**src/rtl/riscv_pkg.sv**
```systemverilog
// riscv_pkg: shared funct3 load/store codes and MEM-stage FSM state type
package riscv_pkg;
    localparam logic [2:0] F3_LB  = 3'b000;
    localparam logic [2:0] F3_LH  = 3'b001;
    localparam logic [2:0] F3_LW  = 3'b010;
    localparam logic [2:0] F3_LBU = 3'b100;
    localparam logic [2:0] F3_LHU = 3'b101;
    localparam logic [2:0] F3_SB  = 3'b000;
    localparam logic [2:0] F3_SH  = 3'b001;
    localparam logic [2:0] F3_SW  = 3'b010;
    typedef enum logic [1:0] {IDLE, REQ, DONE} mem_state_t;
endpackage

```
**src/rtl/mem_access_stage_load_align.sv**
```systemverilog
// load_align: selects the addressed lane of a load word and sign/zero-extends it
// Ports: word_i raw memory word, off_i byte offset, funct3_i access type, data_o formatted result
module load_align
    import riscv_pkg::*;
(
    input  logic [31:0] word_i,
    input  logic [1:0]  off_i,
    input  logic [2:0]  funct3_i,
    output logic [31:0] data_o
);
    logic [31:0] sh;
    always_comb begin
        sh = word_i >> {off_i, 3'b000};
        case (funct3_i)
            F3_LB:   data_o = {{24{sh[7]}}, sh[7:0]};
            F3_LH:   data_o = {{16{sh[15]}}, sh[15:0]};
            F3_LBU:  data_o = {24'd0, sh[7:0]};
            F3_LHU:  data_o = {16'd0, sh[15:0]};
            default: data_o = word_i;
        endcase
    end
endmodule

```
**src/rtl/mem_access_stage.sv**
```systemverilog
// mem_access_stage: RISC-V MEM stage with valid/ready data port, stall control and MEM/WB register
// Inputs: EX/MEM contents (ALU_OUT_MEM address, REG_DATA2_MEM store data, FUNCT3_MEM, Mem*/RegWrite/MemtoReg, RD_MEM), dmem_ready/dmem_rdata
// Outputs: registered dmem_req/we/addr/wdata/be, combinational STALL_MEM, MEM/WB register (*_WB)
// Option: MEM_MISALIGN_TRAP_EN traps misaligned accesses (MISALIGN_WB); otherwise low address bits are cleared
module mem_access_stage
    import riscv_pkg::*;
(
    input  logic        clk,
    input  logic        reset,
    input  logic [31:0] ALU_OUT_MEM,
    input  logic [31:0] REG_DATA2_MEM,
    input  logic [2:0]  FUNCT3_MEM,
    input  logic        MemRead_MEM,
    input  logic        MemWrite_MEM,
    input  logic        RegWrite_MEM,
    input  logic        MemtoReg_MEM,
    input  logic [4:0]  RD_MEM,
    output logic        dmem_req,
    output logic        dmem_we,
    output logic [31:0] dmem_addr,
    output logic [31:0] dmem_wdata,
    output logic [3:0]  dmem_be,
    input  logic        dmem_ready,
    input  logic [31:0] dmem_rdata,
    output logic        STALL_MEM,
    output logic [31:0] READ_DATA_WB,
    output logic [31:0] ALU_DATA_WB,
    output logic [4:0]  RD_WB,
    output logic        RegWrite_WB,
    output logic        MemtoReg_WB
`ifdef MEM_MISALIGN_TRAP_EN
    ,
    output logic        MISALIGN_WB
`endif
);
    mem_state_t state_q, state_d;
    logic [31:0] rdata_q, fmt, wdata_n;
    logic [3:0]  be_n;
    logic [2:0]  f3_q;
    logic [1:0]  off_q, off;
    logic        mis_q, mem_op, is_b, is_h, trap, idle_op;
    assign mem_op  = MemRead_MEM | MemWrite_MEM;
    assign idle_op = state_q == IDLE && mem_op;
    assign is_b    = FUNCT3_MEM[1:0] == 2'b00;
    assign is_h    = FUNCT3_MEM[1:0] == 2'b01;
    // Offset forced to the natural alignment of the access size
    assign off     = is_b ? ALU_OUT_MEM[1:0] : is_h ? {ALU_OUT_MEM[1], 1'b0} : 2'b00;
    assign be_n    = !MemWrite_MEM ? 4'b1111 : is_b ? 4'b0001 << off : is_h ? 4'b0011 << off : 4'b1111;
    assign wdata_n = is_b ? {4{REG_DATA2_MEM[7:0]}} : is_h ? {2{REG_DATA2_MEM[15:0]}} : REG_DATA2_MEM;
`ifdef MEM_MISALIGN_TRAP_EN
    assign trap = mem_op && (is_h ? ALU_OUT_MEM[0] : !is_b && ALU_OUT_MEM[1:0] != 2'b00);
`else
    assign trap = 1'b0;
`endif
    always_comb begin
        state_d = state_q;
        case (state_q)
            IDLE:    state_d = mem_op ? (trap ? DONE : REQ) : IDLE;
            REQ:     state_d = dmem_ready ? DONE : REQ;
            default: state_d = IDLE;
        endcase
    end
    assign STALL_MEM = idle_op || state_q == REQ;
    load_align u_align (
        .word_i  (rdata_q),
        .off_i   (off_q),
        .funct3_i(f3_q),
        .data_o  (fmt)
    );
    always_ff @(posedge clk) begin
        if (reset) begin
            state_q      <= IDLE;
            dmem_req     <= 1'b0;
            dmem_we      <= 1'b0;
            dmem_addr    <= '0;
            dmem_wdata   <= '0;
            dmem_be      <= '0;
            rdata_q      <= '0;
            off_q        <= '0;
            f3_q         <= '0;
            mis_q        <= 1'b0;
            READ_DATA_WB <= '0;
            ALU_DATA_WB  <= '0;
            RD_WB        <= '0;
            RegWrite_WB  <= 1'b0;
            MemtoReg_WB  <= 1'b0;
        end else begin
            state_q <= state_d;
            if (idle_op) begin
                dmem_req   <= !trap;
                dmem_we    <= MemWrite_MEM;
                dmem_addr  <= {ALU_OUT_MEM[31:2], 2'b00};
                dmem_wdata <= wdata_n;
                dmem_be    <= be_n;
                off_q      <= off;
                f3_q       <= FUNCT3_MEM;
                mis_q      <= trap;
            end
            if (state_q == REQ && dmem_ready) begin
                dmem_req <= 1'b0;
                rdata_q  <= dmem_rdata;
            end
            // Stall cycles (IDLE with an op, REQ) load a bubble; only IDLE-idle and DONE retire
            ALU_DATA_WB  <= ALU_OUT_MEM;
            RD_WB        <= RD_MEM;
            RegWrite_WB  <= (state_q == IDLE && !mem_op) ? RegWrite_MEM : state_q == DONE ? RegWrite_MEM & !mis_q : 1'b0;
            MemtoReg_WB  <= (state_q == IDLE && !mem_op) || state_q == DONE ? MemtoReg_MEM : 1'b0;
            READ_DATA_WB <= (state_q == DONE && !dmem_we && !mis_q) ? fmt : '0;
        end
    end
`ifdef MEM_MISALIGN_TRAP_EN
    always_ff @(posedge clk) begin
        if (reset) MISALIGN_WB <= 1'b0;
        else MISALIGN_WB <= state_q == DONE && mis_q;
    end
`endif
endmodule
```
**config.mk**
```make
export PLATFORM = sky130hd
export DESIGN_NAME = mem_access_stage
export DESIGN_NICKNAME = d
export VERILOG_FILES = /design/src/rtl/riscv_pkg.sv /design/src/rtl/mem_access_stage_load_align.sv /design/src/rtl/mem_access_stage.sv
export SDC_FILE = /design/constraint.sdc
export NUM_CORES = 1
export LEC_CHECK = 0
export BUFFER_PORTS_ARGS = -buffer_cell sky130_fd_sc_hd__buf_2
export CORE_UTILIZATION = 49
export DETAILED_ROUTE_END_ITERATION = 10
export HOLD_SLACK_MARGIN = 0.06
export PLACE_DENSITY = 0.8
export SYNTH_ARGS = -nofsm -noshare
export SYNTH_HDL_FRONTEND = slang
export SYNTH_HIERARCHICAL = 1
export SYNTH_SLANG_ARGS = --single-unit
```
**constraint.sdc**
```tcl
create_clock -name clk -period 2.33 [get_ports clk]
set_input_delay 0.3495 -clock clk [delete_from_list [all_inputs] [get_ports clk]]
set_output_delay 0.3495 -clock clk [all_outputs]
set_load 0.01 [all_outputs]
```
Word level (Yosys, flattened, before mapping)
Index checks and enable logic that the tools add are counted.
{"block": "word_totals", "register_bits": 178, "inputBits": 111, "out_inout_bits": 142, "wordCells": 53}
{"block": "classes", "eq_ne": 6, "shift": 3, "mux": 13, "bitwise": 3, "n_reduce_logical": 14}
{"op": "case mux 32 bit (4 select lines)", "n": 1}
{"op": "two-way mux 32 bit", "n": 2}
{"op": "right shift 32 x 5 -> 16 bit", "n": 1}
{"op": "two-way mux 4 bit", "n": 3}
{"op": "equality test 3 bit, second input constant", "n": 2}
{"op": "two-way mux 2 bit", "n": 3}
{"op": "OR reduction 2 bit", "n": 3}
{"op": "equality test 2 x 1 -> 1 bit, second input constant", "n": 2}
{"op": "logical AND 1 bit", "n": 4}
{"op": "logical NOT 2 bit", "n": 2}
{"op": "case mux 2 bit (2 select lines)", "n": 1}
{"op": "<< shifter 1 x 2 -> 4 bit, first input constant", "n": 1}
{"op": "<< shifter 2 x 2 -> 4 bit, first input constant", "n": 1}
{"op": "equality test 3 x 1 -> 1 bit, second input constant", "n": 1}
{"op": "logical NOT 3 bit", "n": 1}
{"op": "two-way mux 1 bit", "n": 3}
{"op": "equality test 2 bit, second input constant", "n": 1}
{"op": "logical NOT 1 bit", "n": 2}
{"op": "logical OR 1 bit", "n": 2}
{"op": "NOT 1 bit", "n": 2}
{"op": "bitwise OR 1 bit", "n": 1}

Logic depth before layout (Yosys ltp)
Gate-level depths: netlist of run 1.
{"block": "logic_depth", "depth_word": 7, "depth_mapped": 8, "ltp_nobuf": 6}

By module
Netlist of run 1, hierarchy kept.
{"mod": "mem_access_stage", "n_inst": 1, "cells_each": 587, "area_per_inst_um2": 6099.6, "seq_area_each_um2": 3563.4}
{"mod": "load_align", "n_inst": 1, "cells_each": 106, "area_per_inst_um2": 691.9, "seq_area_each_um2": 0.0}

Least setup slack after synthesis of run 1
Ideal clock, no wire load.
{"block": "synth_path", "path_kind": "input to register", "from": "input FUNCT3_MEM[1]", "to": "register dmem_be[2]", "setup_time_ns": 0.119, "arrival_time_ns": 1.586, "required_ns": 2.211, "slack_ns": 0.626, "stages": 8, "path_buffers": 2, "path_cell_list": "buf_4 nor2_1 buf_4 nand2_1 inv_1 ha_1 mux2_2 o221a_2"}
{"block": "synth_via", "word_cells_on_any_way": 9, "cone_classes": "1 x eq/ne; 2 x shift; 5 x mux; 1 x reduce/logical"}
{"element": "start: declaration", "line": "mem_access_stage.sv:12", "text": "input logic [2:0] FUNCT3_MEM,"}
{"element": "logical NOT 2 bit *", "line": "mem_access_stage.sv:44", "text": "assign is_b = FUNCT3_MEM[1:0] == 2'b00;"}
{"element": "two-way mux 2 bit *", "line": "mem_access_stage.sv:47", "text": "assign off = is_b ? ALU_OUT_MEM[1:0] : is_h ? {ALU_OUT_MEM[1], 1'b0} : 2'b00;"}
{"element": "net off[0]", "line": "mem_access_stage.sv:40", "text": "logic [1:0] off_q, off;"}
{"element": "<< shifter 2 x 2 -> 4 bit", "line": "mem_access_stage.sv:48", "text": "assign be_n = !MemWrite_MEM ? 4'b1111 : is_b ? 4'b0001 << off : is_h ? 4'b0011 << off : 4'b1111;"}
{"element": "two-way mux 4 bit", "line": "mem_access_stage.sv:48"}
{"element": "two-way mux 4 bit * (2 in a row)", "line": "mem_access_stage.sv:48"}
{"element": "end signal: assignment", "line": "mem_access_stage.sv:94", "text": "dmem_be <= be_n;"}
{"element": "end: declaration", "line": "mem_access_stage.sv:22", "text": "output logic [3:0] dmem_be,"}
The timed path passes the listed nets; every way through them passes the cells marked *.
A chain may end at the register's enable or synchronous reset.

Worst setup path in the final report of run 1
{"block": "layout_path", "from": "register off_q[0]", "to": "register READ_DATA_WB[29]"}
{"block": "layout_via", "elab_chain_len": 2}
{"element": "start: declaration", "line": "mem_access_stage.sv:40"}
{"element": "start signal: assignment", "line": "mem_access_stage.sv:79", "text": "off_q <= '0;"}
{"element": "start signal: assignment", "line": "mem_access_stage.sv:95", "text": "off_q <= off;"}
{"element": "right shift 32 x 5 -> 16 bit", "line": "mem_access_stage_load_align.sv:13", "text": "sh = word_i >> {off_i, 3'b000};"}
{"element": "case mux 32 bit (4 select lines)", "line": "mem_access_stage_load_align.sv:14", "text": "case (funct3_i)"}
{"element": "net fmt[29]", "line": "mem_access_stage.sv:37", "text": "logic [31:0] rdata_q, fmt, wdata_n;"}
{"element": "end signal: assignment", "line": "mem_access_stage.sv:108", "text": "READ_DATA_WB <= (state_q == DONE && !dmem_we && !mis_q) ? fmt : '0;"}
{"element": "end: declaration", "line": "mem_access_stage.sv:26", "text": "output logic [31:0] READ_DATA_WB,"}
The timed path passes the listed nets, and every way through them passes these cells.

==> metrics.txt, run 1 <==
Max Clock Freq between 500 and 600 MHz; largest net degree at the start of global routing 102; total power 7.37 mW; CTS tree yes; Setup CP Type flip-flop to flip-flop; drt via density between 5 and 6; vias in the first global route 5725; crit-path max FO 16; antenna violations before repair 0; DP Area 0.00802 mm2; clk sink count around 180; final setup skew slightly below 0.006 ns; setup bufs post-CTS 0; area growth from synthesis to layout 27.5%; Clock transition at path regs 0.07 ns; die area 0.0143 mm2; met2 Use GR between 40 and 50%; setup TNS 0 ns; fraction of registers with async set/reset 0%; Static Leak roughly 4 nW; multi-input logic area about 0.0028 mm2; grt total ovfl 0; Post-Synthesis Cells a little under 700; M1 GR Usage 32.4%; worst skew pair latency ~0.42 ns; crit end category flip-flop; Die W 120 um; Rel. slew slack roughly 17%; mapped cell area ~0.0068 mm2; layout cells sized above 1 around a third; clock buffer depth 2; r2r setup slk roughly 0.38 ns; fill cell count 1130; crit share post-route a little over four fifths; main flop type after synthesis dfxtp_1; status complete, no violations; # diodes 0; GR Util met3 7.51%; Final Critical Period 1.95 ns; cts hold-fix bufs 0; post-route ant nets 0; max_cap viols 0; first-pass GRT wire length ~29000 um; Req. time, crit path roughly 2.7 ns; Power per Cell Area between 800 and 900 mW/mm2; peak supply drop around 800 uV; initial DRC count about 520; aggregate global-route resource usage 26.3%; fin area 0.00866 mm2; Worst Max-Slew Pin Slew 1.25 ns; Final Setup Violations 0; Final Hold Fails 0; gr busiest metal met2; Synth Register Bits 178; Register Area 0.00356 mm2; Slew Limit Fails 0; Starting Density 50.7%; Post-DP HPWL 13000 um; Final GP Congestion approximately 0.93; DR WL/cell between 15 and 20 um; Mean Syn Cell Area approximately 9.8 um2; drt pass-1 iters 5; Core Box Area around 0.013 mm2; cell count after placement between 1000 and 1500; Nets around 1000; Buffers on Ports between 200 and 300; Yosys cell types 49; DRC 0; final WL ~19000 um; post-synthesis sequential area ratio 52.5%; DIE HEIGHT 120 um; FP Rows 42; RSZ-0062 raised after global routing false; CTS Buf Count 17; Clk Tree Root Cell clkbuf_16; Worst Setup Start Kind flip-flop; synth warn 6; CTS H-tree depth 4; type of the worst min-delay path primary input to flip-flop; count of boundary I/O pins 253; Post-synth EDFFs 0; Layout Cells excl Fill about 1100; Gates resized, CTS repair 0; crit path DAT between 2 and 2.5 ns; Vias 6057
layout make-up:
cell class                      count  area share (%)
Clock buffer                       18            5.07
Timing Repair Buffer              266            16.0
Clock inverter                     14            2.30
Sequential cell                   178            41.2
Multi-Input combinational cell    442            32.6
Tap cell                          176            2.54
Inverter                            7           0.304
logic make-up (layout without fill, tap and decap cells):
logic type      after synthesis  count (layout)  synth area share [%]
fa+ha+maj                     2               2                 0.368
other cells                   1               2                0.0552
flops                       178             178                  52.5
compound gates              234             234                  22.9
simple gates                182             182                  14.5
buf+inv                      74             305                  6.06
mux                          22              22                  3.59
per-stage QoR:
step | hold WS (ns) | worst slack [ns] | util, %
floorplan | 0.449 | 0.626 | -
global route | 0.124 | 0.269 | 64.6
global placement | 0.445 | 0.409 | 59.8
finish | 0.133 | 0.381 | 64.6
detailed placement | 0.456 | 0.343 | 59.8
CTS | 0.118 | 0.403 | 64.6
synthesized netlist by cell type (2+ instances only):
| cell type | number | area share (%) |
|---|---|---|
| a211oi_1 | 8 | 0.88 |
| a21oi_1 | 69 | 5.1 |
| a221oi_1 | 5 | 0.64 |
| a22o_1 | 34 | 4.4 |
| a22oi_1 | 13 | 1.4 |
| a311oi_1 | 16 | 2.1 |
| and2_1 | 32 | 2.9 |
| buf_2 | 22 | 1.6 |
| buf_4 | 10 | 1.1 |
| buf_6 | 8 | 1.3 |
| clkbuf_1 | 19 | 1.1 |
| clkbuf_2 | 7 | 0.52 |
| dfxtp_1 | 178 | 52 |
| ha_1 | 2 | 0.37 |
| inv_1 | 5 | 0.28 |
| inv_2 | 2 | 0.11 |
| mux2_2 | 9 | 1.5 |
| mux2i_1 | 12 | 1.8 |
| nand2_1 | 49 | 2.7 |
| nand3_1 | 42 | 3.1 |
| nand4_1 | 2 | 0.18 |
| nor2_1 | 7 | 0.39 |
| nor2b_1 | 40 | 3.7 |
| o211a_1 | 2 | 0.29 |
| o21a_1 | 2 | 0.22 |
| o21ai_0 | 61 | 4.5 |
| o21ai_1 | 4 | 0.29 |
| o221a_2 | 5 | 0.83 |
| o31ai_1 | 7 | 0.77 |
| or2_2 | 2 | 0.18 |
placed cells by master (no fill, tap or decap), types with 2 or more instances in the layout:
cell and n:
o221a_2 5, nor2_1 6, a221oi_1 5, and2_1 32, o21ai_0 61, mux2i_1 12, clkinv_4 3, a311oi_1 16
a21oi_1 69, a22o_1 34, nand3_1 42, ha_1 2, o31ai_1 7, dfxtp_1 178, bufinv_16 4, inv_6 4
o21a_1 2, clkinv_2 2, inv_1 5, nand4_1 2, mux2_2 9, clkbuf_16 17, o21ai_1 4, o211a_1 2
buf_4 16, buf_2 249, a211oi_1 8, nand2_1 49, inv_2 2, nor2b_1 40, conb_1 2, or2_2 2
a22oi_1 13
where the power goes:
| group | switching, mW | internal, mW |
|---|---|---|
| combinational | 0.572 | 0.400 |
| sequential | 0.110 | 3.23 |
| clock | 1.22 | 1.84 |
| total | 1.91 | 5.47 |
critical path, stage by stage (launching register included):
cell and delay (ns):
dfxtp_1 0.53, mux4_2 0.63, o211ai_4 0.40, o21ai_0 0.14, and2_1 0.16
worst paths after layout:
| kind | from | end | depth (start not counted) |
|---|---|---|---|
| worst max-delay path | off_q[0] | READ_DATA_WB[29] | 4 |
| worst min-delay path | RD_MEM[2] | RD_WB[2] | 2 |
| worst max register to register | off_q[0] | READ_DATA_WB[29] | 4 |
| worst min register to register | dmem_req | dmem_req | 1 |
per-layer routing:
layer	part of all wire (%)	up-vias	routed length, um
met5	0	-	0
met4	1.8	0	341
met3	7.6	25	1440
met2	49	266	9370
met1	41	2857	7840
li1	-	2909	-
registers in the layout (all words and copies together), names as in the netlist, 2 cells and up:
signal        cells
dmem_be           4
READ_DATA_WB     32
rdata_q          32
f3_q              3
RD_WB             5
dmem_addr        30
state_q           2
ALU_DATA_WB      32
off_q             2
dmem_wdata       32
Power figures use the tool's default switching activity.
==> inputs of run 2 (changes only) <==
==> constraint.sdc (replaced) <==
create_clock -name clk -period 1.8 [get_ports clk]
set_input_delay 0.27 -clock clk [delete_from_list [all_inputs] [get_ports clk]]
set_output_delay 0.27 -clock clk [all_outputs]
set_load 0.01 [all_outputs]
==> run 2 against run 1 <==
Global-route usage grew 0.58 points. Total power is 28% higher. Critical path depth is 1 higher. Critical path type unchanged. Critical endpoint is now READ_DATA_WB[20]. Largest cell class unchanged. Highest routed layer unchanged.
==> metrics.txt, run 2 (synthesis gave the netlist of run 1 again) <==
status complete, no violations; reg2reg path depth 5 (+1); Worst Setup Start Kind flip-flop; Final Critical Period 1.67 ns (-0.275 ns); worst skew pair latency 0.42 ns (about the same); Clk Tree Root Cell clkbuf_16; final setup skew 0.0106 ns (+0.00474 ns); wire length on met1 7950 um (+1.4%); CTS H-tree depth 4 (unchanged); die area 0.0143 mm2 (unchanged); final WL 19700 um (+3.8%); Die W 120 um (unchanged); Hold Crit Depth 2 (unchanged); Buffers on Ports 250 (unchanged); peak supply drop 781 uV (+0.40%); Req. time, crit path 2.11 ns (-0.54 ns); Critical Path Max Stage Delay 0.58 ns (-0.05 ns); CTS Buf Count 17 (unchanged); cell chain of the critical path mux4_2, o211ai_4, buf_12, o21ai_0, and2_1; Sw Share 27.0% (+1.2 points); crit-path max FO 16 (unchanged); Static Leak 4.13 nW (+5.0%); area growth from synthesis to layout 33.8%; most frequent cells in the layout buf_2, dfxtp_1, a21oi_1; fin area 0.00909 mm2 (+5.0%); Final GP Congestion 0.888 (-4.4%); worst hold slack 0.0790 ns (-0.0541 ns); R2R Path Start off_q[0]; NetSw 2.54 mW (+33%); drt via density 5.44 (-1.1%); crit share post-route 93.0% (+9.4 points); Power per Cell Area 1030 mW/mm2 (+21%); count of boundary I/O pins 253 (unchanged); Vias 6246 (+3.1%); clk sink count 178 (unchanged); most common cell after layout, fill and taps aside buf_2; crit end category flip-flop; met3 routed WL 1540 um (+6.8%); layout cells sized above 1 34.8% (-0.47 points); FP Rows 42 (unchanged); Max Clock Freq 597 MHz (+16%); sequential share of power 45.8% (+0.5 points); antenna violations before repair 0 (unchanged); aggregate global-route resource usage 26.9% (+0.58 points); clock buffer depth 2 (unchanged); Layout Cells excl Fill 1148 (+4.3%); RSZ-0062 raised after global routing false; max_cap viols 0 (unchanged); drt pass-1 iters 5 (unchanged); CTS tree yes; DRC 0 (unchanged); Hold Startpoint ALU_OUT_MEM[29]; Slowest-stage cell, CP mux4_2; crit path DAT 1.99 ns (-0.28 ns); clock power share 39.7% (-1.8 points); Nets 1072 (+4.6%); DR WL/cell 17.2 um (-0.43%); DR top layer met4; Final Setup Violations 0 (unchanged); type of the worst min-delay path primary input to flip-flop; Clock transition at path regs 0.07 ns (about the same); largest net degree at the start of global routing 104 (+2.0%); Starting Density 50.7% (unchanged); Buffers & Inverters on Critical Path 1 (+1); fill cell count 1063 (-5.9%); first-pass GRT wire length 29900 um (+1.8%); Crit path max-delay family multiplexers; worst r2r dst READ_DATA_WB[20]; grt total ovfl 0 (unchanged); internal power 6.86 mW (+25%); Gate power share 14.5% (+1.3 points); Slew Limit Fails 0 (unchanged); final core occ 67.8% (+3.2 points); r2r setup slk 0.13 ns (-0.26 ns); Core Box Area 0.0134 mm2 (unchanged); post-route ant nets 0 (unchanged); hold endpoint ALU_DATA_WB[29]; vias in the first global route 5794 (+1.2%); initial DRC count 450 (-13%); # diodes 0 (unchanged); setup TNS 0 ns (unchanged); met2 WL 9730 um (+3.9%); Final Hold Fails 0 (unchanged); Post-DP HPWL 13200 um (+1.6%); DP Area 0.00811 mm2 (+1.2%); Setup CP Type flip-flop to flip-flop; cell count after placement 1080 (+1.0%); DIE HEIGHT 120 um (unchanged)
-- run 2: cell count changes in the layout (fill, tap and decap cells not counted) --
cell	previous run	this run
bufinv_16	4	2
clkbuf_8	1	0
clkinv_4	3	5
clkinv_8	0	1
inv_8	0	1
buf_4	16	26
dlygate4sd3_1	0	35
buf_12	1	3
clkinv_2	2	1
-- run 2: what timing repair did --
action / in CTS / in global routing
endpoints found under the hold margin: 35 / 0
endpoints found under the setup margin: 0 / 2
setup buffers: 0 / 1
hold buffers: 35 / 0
gates resized for setup: 0 / 0
-- run 2: metrics by stage --
step	power, mW	setup WS (ns)
floorplan	5.16	0.151
global placement	5.64	0.151
CTS	9.44	0.0522
detailed placement	5.66	0.113
finish	9.40	0.125
global route	9.75	0.00154
-- run 2: metal layers --
layer  global-route usage [%]  vias to the layer above
li1                         -                     2999
met4                     10.8                        0
met2                     45.0                      278
met3                     8.03                       39
met1                     32.2                     2930
met5                        0                        -
-- run 2: worst max path at each step --
| stage | from | end | slack [ns] | cells past startpoint |
|---|---|---|---|---|
| 2_1_floorplan | off_q[0] | READ_DATA_WB[21] | 0.15 | 5 |
| 3_3_place_gp | off_q[0] | READ_DATA_WB[27] | 0.15 | 4 |
| 3_5_place_dp | off_q[0] | READ_DATA_WB[27] | 0.11 | 4 |
| 4_1_cts | off_q[0] | READ_DATA_WB[20] | 0.05 | 4 |
| 5_1_grt | off_q[1] | READ_DATA_WB[5] | 0.002 | 5 |
| 6_report | off_q[0] | READ_DATA_WB[20] | 0.13 | 5 |
-- run 2: worst register-to-register path, stage by stage (launching register included) --
cell      delay (ns)
dfxtp_1         0.35
mux4_2          0.58
o211ai_4        0.23
buf_12          0.16
o21ai_0         0.10
and2_1          0.16
-- run 2: power by group through the flow --
stage                     Combinational [mW]  Clock (mW)  Sequential [mW]
after floorplan                        0.690           0             4.47
after global placement                  1.26           0             4.38
after detailed placement                1.27           0             4.39
after CTS                               1.34        3.79             4.31
after global routing                    1.47        3.94             4.33
final                                   1.37        3.73             4.31
-- run 2: area by class of cell --
| cell class | instances | area, um2 | share of cell area [%] |
|---|---|---|---|
| well taps | 176 | 220 | 2.42 |
| inverters | 7 | 26.3 | 0.289 |
| flip-flops and latches | 178 | 3560 | 39.2 |
| clock inverters | 15 | 179 | 1.97 |
| repair buffers | 313 | 1850 | 20.4 |
| clock buffers | 17 | 425 | 4.68 |
| multi-input cells | 442 | 2820 | 31.1 |
